===== config.mk =====
export PLATFORM = sky130hd
export DESIGN_NAME = reg_file_2r1w
export DESIGN_NICKNAME = d
export VERILOG_FILES = /design/src/rtl/reg_file_2r1w.sv
export SDC_FILE = /design/constraint.sdc
export NUM_CORES = 2
export LEC_CHECK = 0
export ABC_AREA = 1
export ABC_CLOCK_PERIOD_IN_PS = 5900
export BUFFER_PORTS_ARGS = -buffer_cell sky130_fd_sc_hd__buf_2
export CAP_MARGIN = 20
export CORE_MARGIN = 4
export CORE_UTILIZATION = 60
export CTS_CLUSTER_SIZE = 10
export DETAILED_ROUTE_END_ITERATION = 12
export HOLD_SLACK_MARGIN = 0.03
export PLACE_DENSITY = 0.8
export SLEW_MARGIN = 20
export SYNTH_ARGS = -nofsm -noshare
export SYNTH_HDL_FRONTEND = slang
export SYNTH_SLANG_ARGS = --single-unit

===== constraint.sdc =====
create_clock -name clk -period 5.9 [get_ports clk]
set_input_delay 1.18 -clock clk [delete_from_list [all_inputs] [get_ports clk]]
set_output_delay 1.18 -clock clk [all_outputs]
set_load 0.05 [all_outputs]

===== src/rtl/reg_file_2r1w.sv =====
// Purpose : 32-entry architectural register file with two combinational read ports
//           and one write port. Register 0 always reads zero. A write is visible
//           on the read ports in the same cycle it is presented.
// Latency : reads are zero-cycle (combinational); writes commit on the rising clk edge.
// Backpressure : none; a write is accepted every cycle and reads are always valid.
//
// Ports:
//   clk                 clock; all state updates on the rising edge
//   rst                 synchronous active-high reset; clears every register
//   rd_addr1/rd_data1   read port 1 (rs), feeds the ALU directly
//   rd_addr2/rd_data2   read port 2 (rt), feeds the ALU-source mux "a" input
//   wr_en/wr_addr/wr_data  writeback port
module reg_file_2r1w #(
   parameter int DATA_WIDTH = 32,
   parameter int ADDR_WIDTH = 5
) (
   input  logic                  clk,
   input  logic                  rst,
   input  logic [ADDR_WIDTH-1:0] rd_addr1,
   input  logic [ADDR_WIDTH-1:0] rd_addr2,
   output logic [DATA_WIDTH-1:0] rd_data1,
   output logic [DATA_WIDTH-1:0] rd_data2,
   input  logic                  wr_en,
   input  logic [ADDR_WIDTH-1:0] wr_addr,
   input  logic [DATA_WIDTH-1:0] wr_data
);

   localparam int NUM_REGS = 2 ** ADDR_WIDTH;

   // Entry 0 has no storage at all; it is synthesised as a constant zero on read.
   logic [DATA_WIDTH-1:0] regs_q [1:NUM_REGS-1];
   logic [DATA_WIDTH-1:0] regs_d [1:NUM_REGS-1];

   logic wr_commit;   // write that will actually land in storage
   logic bypass_en;   // same-cycle forwarding allowed (never during reset)

   assign wr_commit = wr_en && (wr_addr != '0);
   assign bypass_en = wr_commit && !rst;

   // Next-state: only the addressed entry changes.
   always_comb begin
      for (int i = 1; i < NUM_REGS; i++) begin
         regs_d[i] = regs_q[i];
         if (wr_commit && (wr_addr == ADDR_WIDTH'(i))) begin
            regs_d[i] = wr_data;
         end
      end
   end

   // Reset takes priority over a simultaneous write.
   always_ff @(posedge clk) begin
      if (rst) begin
         for (int i = 1; i < NUM_REGS; i++) begin
            regs_q[i] <= '0;
         end
      end else begin
         for (int i = 1; i < NUM_REGS; i++) begin
            regs_q[i] <= regs_d[i];
         end
      end
   end

   // Read ports: address 0 falls through every compare and yields zero; the
   // bypass compare is gated by wr_commit, so a write to 0 never forwards.
   always_comb begin
      rd_data1 = '0;
      rd_data2 = '0;
      for (int i = 1; i < NUM_REGS; i++) begin
         if (rd_addr1 == ADDR_WIDTH'(i)) begin
            rd_data1 = regs_q[i];
         end
         if (rd_addr2 == ADDR_WIDTH'(i)) begin
            rd_data2 = regs_q[i];
         end
      end
      if (bypass_en && (wr_addr == rd_addr1)) begin
         rd_data1 = wr_data;
      end
      if (bypass_en && (wr_addr == rd_addr2)) begin
         rd_data2 = wr_data;
      end
   end

endmodule


==> results.yml <==
run_status:
  status: "completed"
die:
  start_util_pct: 60.9
  die_w_um: 300
  core_um2: 84200
  io-pin-count: 114
  row_count: 106
  fp.dieH_um: 300
  dieArea_um2: 90300
cells_and_area:
  top_register: "regs_q"
  n_fill_cell: 7481
  largest_reg_flops: 992
  multi_input_area_um2: 26800
  final-seq-area_um2: 19900
  syn2layout_area_growth_pct: 8.69
  finalNetCount: 7941
  layout-drive-gt1-share_pct: 7.05
  largestRegisters: "regs_q (992)"
drt:
  detail_route.first_pass.iterations: 9
  wirelength_um: 201000
  routed-via-count: 57100
  drt_iter0_markers: 9011
  ant_nets: 0
  routed_via_density: 6.30
  route.detailed.drc: 0
  wire_per_inst_um: 22.2
yosys:
  ys_warn_count: 0
  synth_cell_types: 31
  synthCells: 8147
  synth.avg_cell_area_um2: 6.30
  post-synth-top-count-cell: "nand2_1"
  synth_common_cells: "nand2_1, nor2_1, dfxtp_1"
  seq_area_frac_synth_pct: 38.7
  ys.flop_type: "dfxtp_1"
  async_flop_share_pct: 0
  synth_top_area_cell: "dfxtp_1"
  synth_nets: 8197
  synth_edf_count: 0
  synth.top_cell.area_share_pct: 38.7
  synth_area_leaders: "dfxtp_1, nand2_1, nor2_1"
  ys_ff_latch: 992
  syn-cell-area_um2: 51300
flow_run:
  maxCapViolCount: 0
clocking:
  h-tree-depth: 3
  cts.sinks: 992
  cts_buffer_depth: 3
  numCtsBuffers: 112
  cts.clk_slew.worst_paths_ps: 60
  clock_latency_ps: 710
  holdBufCountCts: 0
  cts_tree: "built"
  root_buffer: "clkbuf_16"
placement:
  place.gp.congestion: 1.02
  place.detailed.hpwl_um: 130000
  port_buffers: 113
timing:
  finClkSkew_ps: 0
  fin_setup_tns_ps: 0
  relSlewSlack_pct: 21.4
  hold_viol_final: 0
  min_period_over_period_pct: 99.2
  max_freq_mhz: 171
  rsz0062_at_grt: "yes"
  timing.final.crit_period_ps: 5850
  setup_viol: 0
  slew_violations: 0
  worst_pin_slew_ps: 1170
global_routing:
  antenna_found_initial: 7
  grt_pass1_wl_um: 304000
  grt_pass1_vias: 52200
  track_usage_pct: 42.5
  overflow: 0
  grt_max_degree: 227
power_and_ir_drop:
  ir_drop_uv: 255
  p_leak_nw: 19.2
  powerDensity_nw_per_um2: 256
  p_total_mw: 14.3
worst_setup_path:
  crit_arrival_ps: 4670
  startpoint_type: "input port"
  worstSetupEndpointType: "primary output"
  crit_type: "input port to primary output"
  required_ps: 4720
  worstPathMaxFanout: 34
min_path:
  hold_path.class: "flip-flop to flip-flop"
-- worst paths after layout --
path	startpoint	to	slack [ps]	depth (start not counted)
worst min register to register	regs_q[0][856]	regs_q[0][856]	480	2
worst min-delay path	regs_q[0][856]	regs_q[0][856]	480	2
worst max-delay path	rd_addr1[3]	rd_data1[4]	50	23
worst max register to register	regs_q[0][222]	regs_q[0][222]	5090	2
-- kinds of logic after synthesis --
kind of cell    count (synthesis)  synth area share (%)
compound gates               1238                  13.9
buf+inv                      1264                  9.41
xor+xnor                        6                 0.102
flops                         992                  38.7
simple gates                 4647                  37.8
-- timing repair --
item / in CTS / in global routing
setup endpoints to repair: 0 / 13
resized for setup: 0 / 12
buffers inserted: 0 / 3
-- metal layers --
layer | up-vias | global-route usage (%) | part of all wire [%]
met5 | - | 0 | 0.0045
met3 | 905 | 12.0 | 14
met1 | 25900 | 54.8 | 37
li1 | 26000 | - | -
met4 | 2 | 24.6 | 6.6
met2 | 4300 | 63.9 | 42
-- worst max-delay path, cell delays in order --
cell and delay, ps:
buf_2 180, inv_1 100, nand2_2 150, nor3_4 90, buf_4 180, buf_12 180, a21oi_1 130, nand4_1 260
nand2_1 180, nand4_1 120, nor2_1 130, nand4_1 120, nor2_1 180, nand4_1 150, nor2_1 240, nand4_1 130
nor2_1 110, nand4_1 110, nor2_1 170, nand4_1 180, nand2_1 100, nand2_1 60, buf_2 210
-- layout by cell type, fill, tap and decap left out, drive strengths merged --
cell type	count
xnor2	1
xor2	5
nand3	201
bufinv	1
a21oi	718
clkbuf	139
o2111ai	1
clkinv	9
dfxtp	992
inv	562
nor3	45
o22ai	2
o21ai	136
diode	5
a211oi	381
buf	330
and3	1
or2	11
nor2	1204
nand2	2546
nand4	638
nor4	1
-- through the flow --
step	setup WS [ps]	hold WS, ps	area (µm²)	util [%]	std cells
after floorplan	1130	448	51300	-	8147
after global placement	214	460	52500	62.4	8905
after detailed placement	153	464	52600	62.4	8907
after CTS	130	474	55700	66.1	9054
after global routing	-23.6	489	55800	66.2	9061
final	50.1	476	55800	66.2	9063
-- report_power, final --
part | total [mW] | internal, mW | switching, mW
clock network | 6.32 | 3.52 | 2.80
logic | 1.17 | 0.211 | 0.956
registers | 6.80 | 6.77 | 0.0371
-- cell type report --
class	instances	share of cell area (%)
well taps	1134	2.54
clock buffers	139	5.34
repair buffers	330	4.35
flip-flops and latches	992	35.6
multi-input cells	5891	48.1
clock inverters	8	0.215
diodes	5	0.0224
inverters	564	3.82
No activity file was read; power rests on OpenSTA's default activity.
